<file path="src/rtl/instr_fetch_buffer.sv">
// ---------------------------------------------------------------------------
// instr_fetch_buffer
//
// Fetches 32-bit instruction words from a byte-wide, 256-byte instruction
// memory. Each word takes four byte reads (fetch_pc+0..+3), issued one per
// cycle. The memory answers one cycle after each request. The bytes are packed
// big-endian and the finished word goes into a 2-entry FIFO together with its
// PC. The processor side is a valid/ready stream driven from the FIFO head.
//
// A redirect pulse flushes the FIFO, the partly assembled word and any
// outstanding byte response. It then inserts one bubble cycle and restarts
// fetching at the word-aligned redirect address.
//
// Ports
//   clk          sole clock, rising edge
//   rst_n        asynchronous active-low reset
//   imem_req     byte read request (registered)
//   imem_addr    byte address of the request (registered)
//   imem_rdata   byte returned the cycle after the request
//   redirect     one-cycle flush/restart pulse
//   redirect_pc  restart address (bits [1:0] ignored)
//   inst_valid   FIFO head holds a word
//   inst_ready   consumer accepts the head word this edge
//   inst_data    head instruction word
//   inst_pc      address of inst_data
// ---------------------------------------------------------------------------
module instr_fetch_buffer #(
  parameter logic [31:0] RESET_PC = 32'h0000_0000
) (
  input  logic        clk,
  input  logic        rst_n,
  output logic        imem_req,
  output logic [7:0]  imem_addr,
  input  logic [7:0]  imem_rdata,
  input  logic        redirect,
  input  logic [31:0] redirect_pc,
  output logic        inst_valid,
  input  logic        inst_ready,
  output logic [31:0] inst_data,
  output logic [31:0] inst_pc
);

  localparam logic [31:0] START_PC = RESET_PC & 32'hFFFF_FFFC;

  typedef enum logic [1:0] {
    S_FETCH = 2'd0,
    S_STALL = 2'd1,
    S_REDIR = 2'd2
  } state_t;

  state_t      r_state;
  state_t      w_state_nxt;

  // Request stage: the byte being requested during the current cycle.
  logic        r_req;
  logic [7:0]  r_addr;
  logic [1:0]  r_req_idx;
  logic [1:0]  r_idx;        // next byte index to issue
  logic [31:0] r_issue_pc;   // PC of the word whose bytes are being issued

  // Response stage: imem_rdata this cycle belongs to the previous request.
  logic        r_cap_vld;
  logic [1:0]  r_cap_idx;
  logic [23:0] r_asm;        // the three most recently captured bytes
  logic [31:0] r_asm_pc;     // PC of the oldest word still in assembly

  // Two-entry FIFO.
  logic [31:0] r_fifo_data [2];
  logic [31:0] r_fifo_pc   [2];
  logic        r_wptr;
  logic        r_rptr;
  logic [1:0]  r_count;
  logic [1:0]  r_inasm;      // words started but not yet pushed

  logic        w_issue;
  logic        w_start;
  logic        w_push;
  logic        w_pop;
  logic        w_room;
  logic [2:0]  w_occ;
  logic [1:0]  w_count_nxt;
  logic [1:0]  w_inasm_nxt;
  logic [31:0] w_redir_pc;
  logic [31:0] w_word;

  assign w_redir_pc = redirect_pc & 32'hFFFF_FFFC;
  assign w_word     = {r_asm, imem_rdata};
  assign w_pop      = inst_valid & inst_ready;
  assign w_push     = r_cap_vld & (r_cap_idx == 2'd3);
  // Buffered words plus words in flight must leave space for one more word.
  // Any pop on this same edge is ignored here, so the check is conservative.
  assign w_occ      = {1'b0, r_count} + {1'b0, r_inasm};
  assign w_room     = (w_occ < 3'd2);

  always_comb begin
    w_state_nxt = r_state;
    w_issue     = 1'b0;
    w_start     = 1'b0;
    if (redirect) begin
      w_state_nxt = S_REDIR;
    end else begin
      case (r_state)
        S_FETCH, S_STALL: begin
          if (r_idx != 2'd0) begin
            // Once a word has started, all four of its bytes are issued.
            w_issue     = 1'b1;
            w_state_nxt = S_FETCH;
          end else if (w_room) begin
            w_issue     = 1'b1;
            w_start     = 1'b1;
            w_state_nxt = S_FETCH;
          end else begin
            w_state_nxt = S_STALL;
          end
        end
        S_REDIR: begin
          // The pipeline is empty after a flush, so there is always room.
          w_issue     = 1'b1;
          w_start     = 1'b1;
          w_state_nxt = S_FETCH;
        end
        default: w_state_nxt = S_FETCH;
      endcase
    end
  end

  always_comb begin
    w_count_nxt = r_count;
    if (w_push && !w_pop)      w_count_nxt = r_count + 2'd1;
    else if (!w_push && w_pop) w_count_nxt = r_count - 2'd1;
    w_inasm_nxt = r_inasm + {1'b0, w_start} - {1'b0, w_push};
  end

  always_ff @(posedge clk or negedge rst_n) begin
    if (!rst_n) begin
      r_state        <= S_FETCH;
      r_req          <= 1'b0;
      r_addr         <= 8'h00;
      r_req_idx      <= 2'd0;
      r_idx          <= 2'd0;
      r_issue_pc     <= START_PC;
      r_cap_vld      <= 1'b0;
      r_cap_idx      <= 2'd0;
      r_asm          <= 24'h0;
      r_asm_pc       <= START_PC;
      r_fifo_data[0] <= 32'h0;
      r_fifo_data[1] <= 32'h0;
      r_fifo_pc[0]   <= 32'h0;
      r_fifo_pc[1]   <= 32'h0;
      r_wptr         <= 1'b0;
      r_rptr         <= 1'b0;
      r_count        <= 2'd0;
      r_inasm        <= 2'd0;
    end else if (redirect) begin
      // Flush. The response to the request made this cycle is also dropped,
      // because r_cap_vld is cleared instead of being loaded from r_req.
      r_state    <= w_state_nxt;
      r_req      <= 1'b0;
      r_idx      <= 2'd0;
      r_cap_vld  <= 1'b0;
      r_issue_pc <= w_redir_pc;
      r_asm_pc   <= w_redir_pc;
      r_wptr     <= 1'b0;
      r_rptr     <= 1'b0;
      r_count    <= 2'd0;
      r_inasm    <= 2'd0;
    end else begin
      r_state   <= w_state_nxt;
      // Request stage
      r_req     <= w_issue;
      if (w_issue) begin
        r_addr    <= r_issue_pc[7:0] + {6'd0, r_idx};
        r_req_idx <= r_idx;
        r_idx     <= r_idx + 2'd1;
        if (r_idx == 2'd3) r_issue_pc <= r_issue_pc + 32'd4;
      end
      // Response stage
      r_cap_vld <= r_req;
      r_cap_idx <= r_req_idx;
      if (r_cap_vld) r_asm <= {r_asm[15:0], imem_rdata};
      // FIFO stage
      if (w_push) begin
        r_fifo_data[r_wptr] <= w_word;
        r_fifo_pc[r_wptr]   <= r_asm_pc;
        r_wptr              <= ~r_wptr;
        r_asm_pc            <= r_asm_pc + 32'd4;
      end
      if (w_pop) r_rptr <= ~r_rptr;
      r_count <= w_count_nxt;
      r_inasm <= w_inasm_nxt;
    end
  end

  assign imem_req   = r_req;
  assign imem_addr  = r_addr;
  assign inst_valid = (r_count != 2'd0);
  assign inst_data  = r_fifo_data[r_rptr];
  assign inst_pc    = r_fifo_pc[r_rptr];

endmodule
</file>
<file path="config.mk">
export PLATFORM = sky130hd
export DESIGN_NAME = instr_fetch_buffer
export DESIGN_NICKNAME = d
export VERILOG_FILES = /design/src/rtl/instr_fetch_buffer.sv
export SDC_FILE = /design/constraint.sdc
export NUM_CORES = 1
export LEC_CHECK = 0
export ABC_AREA = 1
export CAP_MARGIN = 15
export CORE_ASPECT_RATIO = 1.1
export CORE_MARGIN = 8
export CORE_UTILIZATION = 50
export CTS_CLUSTER_SIZE = 14
export DETAILED_ROUTE_END_ITERATION = 8
export GPL_TIMING_DRIVEN = 0
export PLACE_DENSITY = 0.83
export SYNTH_ARGS = -nofsm -noshare
export SYNTH_HDL_FRONTEND = slang
export SYNTH_SLANG_ARGS = --single-unit
</file>
<file path="constraint.sdc">
create_clock -name clk -period 3.89 [get_ports clk]
set_input_delay 0.389 -clock clk [delete_from_list [all_inputs] [get_ports clk]]
set_output_delay 0.389 -clock clk [all_outputs]
set_load 0.005 [all_outputs]
</file>
==> results by group, run 1 <==
Clock tree
  • Clock tree from TritonCTS: yes
  • Clock insertion delay at the later pin of the skew report: 500 ps
  • Clock Sink Count: 206
  • Clock buffer count from CTS: 21
  • Clock input transition at the sequential cells of the worst setup and hold paths: 60 ps
  • Number of resized instances in the post-cts repair step: 0
  • Cell at the root of the clock tree: clkbuf_16
  • Max clock buf depth: 3
  • Number of H-tree levels: 1

Timing
  • Number of hold violations in the final report: 0
  • Clock skew: 17.03 ps
  • Final count of negative-setup-slack endpoints: 0
  • Slew margin rel.: 56.58%
  • Number of max-slew violations in the final report: 0
  • Tcrit/Tclk final: 80.26%
  • Final worst path period need: 3122 ps
  • RSZ-0062 raised after global routing: no
  • Actual transition at the worst max-transition pin: 651.3 ps
  • Highest Clock Rate: 0.3203 GHz
  • Worst hold slack: 410.6 ps

Placement
  • Post-DP Area: 0.01123 mm2
  • Placer Congestion: 0.9293
  • Estimated wirelength of the detail-placed design: 19000 um
  • Port bufs: 113

GRT
  • Total grt overflow: 0
  • Maximum number of pins on one net before global-route repair: 119
  • Via count of the first global-routing pass: 8358
  • Initial antenna violation count: 0
  • GRT Resource Usage Total: 21.64%
  • Wire length of the first global-routing pass: 42700 um

Worst setup path
  • Reg2reg end: r_inasm[1]
  • Maximum fanout along the worst path: 10
  • Master of the slowest instance on the critical path: clkdlybuf4s50_1
  • Data arrival time of the worst path: 2730 ps
  • Startpoint of the lowest-slack register-to-register path: r_count[0]
  • Series of cell instances along the critical path: clkbuf_1 -> inv_2 -> clkbuf_1 -> nand2_1 -> nand2_1 -> clkdlybuf4s50_1
  • Critical path type: reg2out
  • CP Capture Type: output port
  • CP Data Required Time: 3500 ps
  • CP peak stage delay: 520 ps
  • Critical Path Source Type: flop
  • Number of cells on the worst reg-to-reg path: 12
  • Slack of the worst reg-to-reg path: 1770 ps

Pwr
  • Switching power: 2.255 mW
  • Flop pwr share: 41.7%
  • Total internal power: 4.931 mW
  • Portion of total power attributed to combinational logic: 28.6%
  • Clk pwr share: 29.8%
  • Pleak: 5.828 nW
  • Power density normalized to cell area: 600.5 mW/mm2
  • Sum of internal, switching and leakage power: 7.186 mW
  • Maximum vdd drop: 0.4230 mV
  • Switching Share: 31.38%

Flow run
  • Max-cap violations: 0

Route
  • Router iterations before antenna repair: 6
  • Ratio of routed vias to standard cells: 5.270
  • Via count: 8590
  • Number of DRC markers after the initial detailed-route iteration: 646
  • Wirelength per Cell: 16.07 um
  • Residual antenna-violating net count after detailed routing: 0
  • Detailed Route WL: 26200 um
  • Count of unresolved DRC violations after routing: 0

Floorplanning
  • Die H: 162.5 um
  • I/O pins: 118
  • Initial Util: 51.05%
  • DIE AREA: 0.02423 mm2
  • Die width: 149.1 um
  • Num rows: 53
  • Core ar.: 0.01910 mm2

Layout
  • Nets: 1420
  • Share of post-route cells with drive strength above 1: 6.508%
  • Number of inserted filler cells in the final layout: 1594
  • Sequential cell area: 0.005155 mm2
  • Area of the multi-input gates: 0.003831 mm2
  • Post-Layout Inst Area: 0.01197 mm2
  • Antenna Cells: 0
  • Area growth syn-to-layout: 22.74%

Yosys
  • Syn. warnings: 0
  • Unique masters post-synth: 30
  • Cell count after synthesis: 1230
  • Post-synthesis sequential area ratio: 52.87%
  • Post-synthesis cell area: 0.009751 mm2
  • Synthesized area per cell: 7.927 um2
  • Total of flip-flops plus latches after synthesis: 206

Hold path
  • Worst hold path cell count: 1
  • Startpoint of the lowest-slack hold path: redirect
  • Class of the tightest hold or removal check: in2reg
  • Worst Hold End: r_state[1]

Run status
  • Status: finished clean
## registers in the layout (all words and copies together), names as in the netlist
signal,count
imem_addr,8
imem_req,1
r_asm,24
r_asm_pc,30
r_cap_idx,2
r_cap_vld,1
r_count,2
r_fifo_data,64
r_fifo_pc,60
r_idx,2
r_inasm,2
r_issue_pc,6
r_rptr,1
r_state,2
r_wptr,1
## cells by family (layout without fill, tap and decap cells)
logic type / count (synthesis) / in the layout / share of synthesized area (%)
compound gates: 213 / 213 / 11.57
xor+xnor: 12 / 12 / 1.078
fa+ha+maj: 7 / 7 / 0.9752
buf+inv: 168 / 320 / 7.879
flops: 206 / 206 / 52.87
other cells: 1 / 2 / 0.03846
simple gates: 623 / 623 / 25.59
## stage by stage
step | TNS [ps] | cells | util, % | setup WS, ps
6_report | 0 | 1630 | 62.66 | 767.8
5_1_grt | 0 | 1630 | 62.66 | 639.6
4_1_cts | 0 | 1630 | 62.66 | 768.7
3_5_place_dp | 0 | 1592 | 58.79 | 1350
3_3_place_gp | -1219260 | 1591 | 58.61 | -5938
2_1_floorplan | 0 | 1231 | - | 1968
## worst max path at each step
stage / to / slack [ps] / cells past startpoint / startpoint
3_5_place_dp: inst_pc[28] / 1350 / 6 / r_rptr
2_1_floorplan: r_inasm[1] / 1970 / 12 / r_count[0]
3_3_place_gp: r_asm_pc[21] / -5940 / 1 / rst_n
4_1_cts: inst_data[8] / 770 / 6 / r_rptr
5_1_grt: inst_data[8] / 640 / 6 / r_rptr
6_report: inst_data[8] / 770 / 6 / r_rptr
## power by group through the flow
| stage | sequential, mW | combinational (mW) | clock (mW) |
|---|---|---|---|
| global route | 3.05 | 2.30 | 2.24 |
| global placement | 3.00 | 1.98 | 0 |
| finish | 2.99 | 2.05 | 2.14 |
| floorplan | 2.94 | 1.05 | 0 |
| detailed placement | 3.01 | 2.05 | 0 |
| CTS | 2.98 | 2.08 | 2.16 |
## repair_timing
action,in CTS,in global routing
endpoints found under the setup margin,0,0
hold buffers,1,0
buffers inserted,0,0
hold endpoints to repair,88,0
## area by class of cell
cell class | instances | area share (%)
Sequential cell | 206 | 43.07
Multi-Input combinational cell | 857 | 32.01
Timing Repair Buffer | 115 | 9.807
Clock buffer | 28 | 4.861
Inverter | 110 | 3.450
Buffer | 58 | 2.969
Tap cell | 247 | 2.582
Clock inverter | 9 | 1.244
## cell usage in the layout (no fill, tap or decap), types with 3 or more instances in the layout
master / n
a21oi_1: 9
buf_2: 11
buf_4: 5
buf_6: 14
bufinv_16: 4
clkbuf_1: 31
clkbuf_16: 21
clkbuf_8: 3
clkdlybuf4s50_1: 112
clkinv_2: 4
dfrtp_1: 206
ha_1: 6
inv_1: 108
nand2_1: 524
nand2_4: 3
nand3_1: 35
nor2_1: 47
nor2_2: 3
nor2_4: 6
o211ai_1: 11
o21ai_0: 73
o21ai_1: 108
o21ai_2: 6
o21bai_1: 4
xor2_1: 10
## metal layers
| layer | routed length [um] | GRT usage (%) | up-vias |
|---|---|---|---|
| met5 | 0 | 0 | - |
| met1 | 11150 | 28.13 | 4153 |
| met2 | 12920 | 37.38 | 269 |
| li1 | - | - | 4128 |
| met4 | 587 | 6.017 | 0 |
| met3 | 1540 | 2.557 | 40 |
## cell usage after synthesis, drive strengths merged
library cell / number / area (um2)
a21oi: 9 / 45.04
a31oi: 2 / 12.51
buf: 31 / 254.0
clkbuf: 27 / 101.4
conb: 1 / 3.750
dfrtp: 206 / 5155
fa: 1 / 20.02
ha: 6 / 75.07
inv: 110 / 412.9
nand2: 529 / 2013
nand3: 36 / 192.7
nor2: 57 / 282.8
o211ai: 11 / 82.58
o21ai: 187 / 958.4
o21bai: 4 / 30.03
or2: 1 / 6.260
xnor2: 2 / 17.52
xor2: 10 / 87.58
## critical path, delay by kind of cell, from the launching register on
family | cells | cell delay [ps]
buffers and inverters | 4 | 1530
flip-flops | 1 | 360
AND/OR/NAND/NOR | 2 | 340
(Power assumes the default switching activity.)
==> inputs of run 2 (changes only) <==
Clock period 3.89 ns to 3 ns, I/O delays scaled along.
==> run 2 against run 1 <==
Net effect: die area did not move; critical path depth unchanged; routed wire length shrank 0.11%; utilization hardly changed; worst setup slack got worse by 620 ps; clock power rose by 29%; cell count did not move; global-route usage hardly changed; count of clock-buffer cells in the layout did not move; non-clock buffer count stayed put; first-iteration DRC count increased by 2.0%; sequential cell count unchanged; largest cell class unchanged.
==> results by group, run 2 (synthesized netlist as in run 1, its figures left out) <==
Timing
  • Tcrit/Tclk final: 95.08%
  • Final worst path period need: 2852 ps
  • Actual transition at the worst max-transition pin: 650.5 ps (-0.7456 ps)
  • Number of max-slew violations in the final report: 0 (unchanged)
  • Number of hold violations in the final report: 0 (unchanged)
  • Slew margin rel.: 56.63% (about the same)
  • RSZ-0062 raised after global routing: no
  • Clock skew: 16.00 ps (-1.039 ps)
  • Total Negative Setup Slacks: 0 ps (unchanged)
  • Worst hold slack: 325.1 ps (-85.49 ps)
  • Final count of negative-setup-slack endpoints: 0 (unchanged)
  • Highest Clock Rate: 0.3506 GHz

Pwr
  • Clk pwr share: 29.7% (about the same)
  • Switching Share: 31.30% (-0.075 points)
  • Portion of total power attributed to combinational logic: 28.6% (about the same)
  • Power density normalized to cell area: 777.9 mW/mm2 (+30%)
  • Sum of internal, switching and leakage power: 9.314 mW (+30%)
  • Flop pwr share: 41.7% (about the same)
  • Switching power: 2.915 mW (+29%)
  • Pleak: 5.841 nW (+0.23%)
  • Maximum vdd drop: 0.5486 mV (+30%)
  • Total internal power: 6.399 mW (+30%)

Floorplanning
  • I/O pins: 118 (unchanged)
  • Initial Util: 51.05% (unchanged)
  • Die width: 149.1 um (unchanged)
  • Num rows: 53 (unchanged)
  • Core ar.: 0.01910 mm2 (unchanged)
  • DIE AREA: 0.02423 mm2 (unchanged)
  • Die H: 162.5 um (unchanged)

Layout
  • Most common cell after layout, fill and taps aside: nand2_1
  • Max reg flops: 64 (unchanged)
  • Most frequent cells in the layout: nand2_1, dfrtp_1, clkdlybuf4s50_1, inv_1, o21ai_1
  • Antenna Cells: 0 (unchanged)
  • Registers with the highest flip-flop counts: r_fifo_data x64, r_fifo_pc x60, r_asm_pc x30
  • Register bank with the most flops: r_fifo_data
  • Nets: 1420 (unchanged)
  • Share of post-route cells with drive strength above 1: 6.869% (+0.36 points)
  • Area growth syn-to-layout: 22.80% (about the same)

Worst setup path
  • Number of cells on the worst reg-to-reg path: 12 (unchanged)
  • Reg2reg end: r_inasm[1]
  • CP Data Required Time: 2700 ps (-800 ps)
  • Critical path type: reg2out
  • End point of the critical path: inst_data[25]
  • Slack of the worst reg-to-reg path: 880 ps (-890 ps)
  • Data arrival time of the worst path: 2550 ps (-180 ps)
  • Critical Path Source Type: flop
  • CP Capture Type: output port
  • Critical path launch point: r_rptr
  • Startpoint of the lowest-slack register-to-register path: r_count[0]
  • Maximum fanout along the worst path: 10 (unchanged)

GRT
  • Via count of the first global-routing pass: 8357 (-0.012%)
  • GRT Resource Usage Total: 21.64% (about the same)
  • Initial antenna violation count: 0 (unchanged)
  • Total grt overflow: 0 (unchanged)
  • Wire length of the first global-routing pass: 42720 um (about the same)
  • Maximum number of pins on one net before global-route repair: 119 (unchanged)

Clock tree
  • Clock input transition at the sequential cells of the worst setup and hold paths: 60 ps (about the same)
  • Clock insertion delay at the later pin of the skew report: 500 ps (about the same)
  • Cell at the root of the clock tree: clkbuf_16
  • Clock buffer count from CTS: 21 (unchanged)
  • Clock Sink Count: 206 (unchanged)
  • Clock tree from TritonCTS: yes
  • Number of H-tree levels: 1 (unchanged)
  • Max clock buf depth: 3 (unchanged)

Placement
  • Estimated wirelength of the detail-placed design: 19000 um (unchanged)
  • Port bufs: 113 (unchanged)
  • Placer Congestion: 0.9293 (unchanged)

Route
  • Met2 wire len: 12940 um (+0.14%)
  • Via count: 8593 (+0.035%)
  • Ratio of routed vias to standard cells: 5.272 (about the same)
  • Wirelength per Cell: 16.05 um (-0.11%)
  • Uppermost layer routed: met4
  • Detailed Route WL: 26170 um (-0.11%)
  • Number of DRC markers after the initial detailed-route iteration: 659 (+2.0%)
  • Detailed-route wire length on metal 1: 11090 um (-0.53%)
  • Router iterations before antenna repair: 5 (-1)
  • Met3 wire length: 1551 um (+0.71%)
  • Count of unresolved DRC violations after routing: 0 (unchanged)
  • Residual antenna-violating net count after detailed routing: 0 (unchanged)

Run status
  • Status: finished clean

Hold path
  • Worst hold path cell count: 1 (unchanged)
  • Class of the tightest hold or removal check: in2reg

Flow run
  • Max-cap violations: 0 (unchanged)
run 2: cell count changes in the layout (fill, tap and decap cells not counted):
| cell | delta |
|---|---|
| clkbuf_1 | -5 |
| clkbuf_2 | +5 |
run 2: cell type report:
cell class	instances	area (um2)
Sequential cell	206	5155
Clock buffer	28	581.8
Clock inverter	9	148.9
Inverter	110	412.9
Tap cell	247	309.0
Fill cell	1592	7124
Buffer	58	361.6
Multi-Input combinational cell	857	3831
Timing Repair Buffer	115	1174
run 2: worst min-delay path by stage:
| stage | startpoint | endpoint |
|---|---|---|
| 3_3_place_gp | imem_addr[7] | imem_addr[7] |
| 5_1_grt | redirect | r_state[1] |
| 6_report | redirect | r_state[1] |
| 4_1_cts | redirect | r_state[1] |
| 2_1_floorplan | rst_n | imem_addr[0] |
| 3_5_place_dp | rst_n | r_fifo_data[50] |
run 2: routing by layer:
metal  up-vias  GRT usage, %
met5         -             0
met4         0         6.017
met3        42         2.557
met2       273         37.36
met1      4149         28.17
li1       4129             -
run 2: worst max-delay path, stage by stage (launching register included):
cell	delay [ps]
dfrtp_1	360
clkbuf_1	260
inv_2	300
clkbuf_1	410
nand2_1	100
nand2_1	110
clkdlybuf4s50_1	510
run 2: per-stage QoR:
step                      utilization [%]  setup WS (ps)  cell area [um2]  cells
after floorplan                         -           1078             9754   1231
after global placement              58.61          -6739            11190   1591
after detailed placement            58.79          548.8            11230   1592
after CTS                           62.68          86.04            11970   1630
after global routing                62.70          17.03            11970   1630
final                               62.70          147.6            11970   1630
run 2: timing repair:
| item | 4_1_cts | 5_1_grt |
|---|---|---|
| resized for setup | 2 | 6 |
| hold endpoints to repair | 88 | 0 |
| endpoints found under the setup margin | 2 | 17 |
| hold buffers | 1 | 0 |
| setup buffers | 0 | 0 |
| pin swaps | 0 | 0 |
run 2: power by group through the flow:
stage | clock network (mW) | logic (mW) | registers, mW
detailed placement | 0 | 2.66 | 3.90
finish | 2.77 | 2.67 | 3.88
global placement | 0 | 2.57 | 3.89
floorplan | 0 | 1.36 | 3.81
global route | 2.91 | 2.99 | 3.96
CTS | 2.81 | 2.70 | 3.87
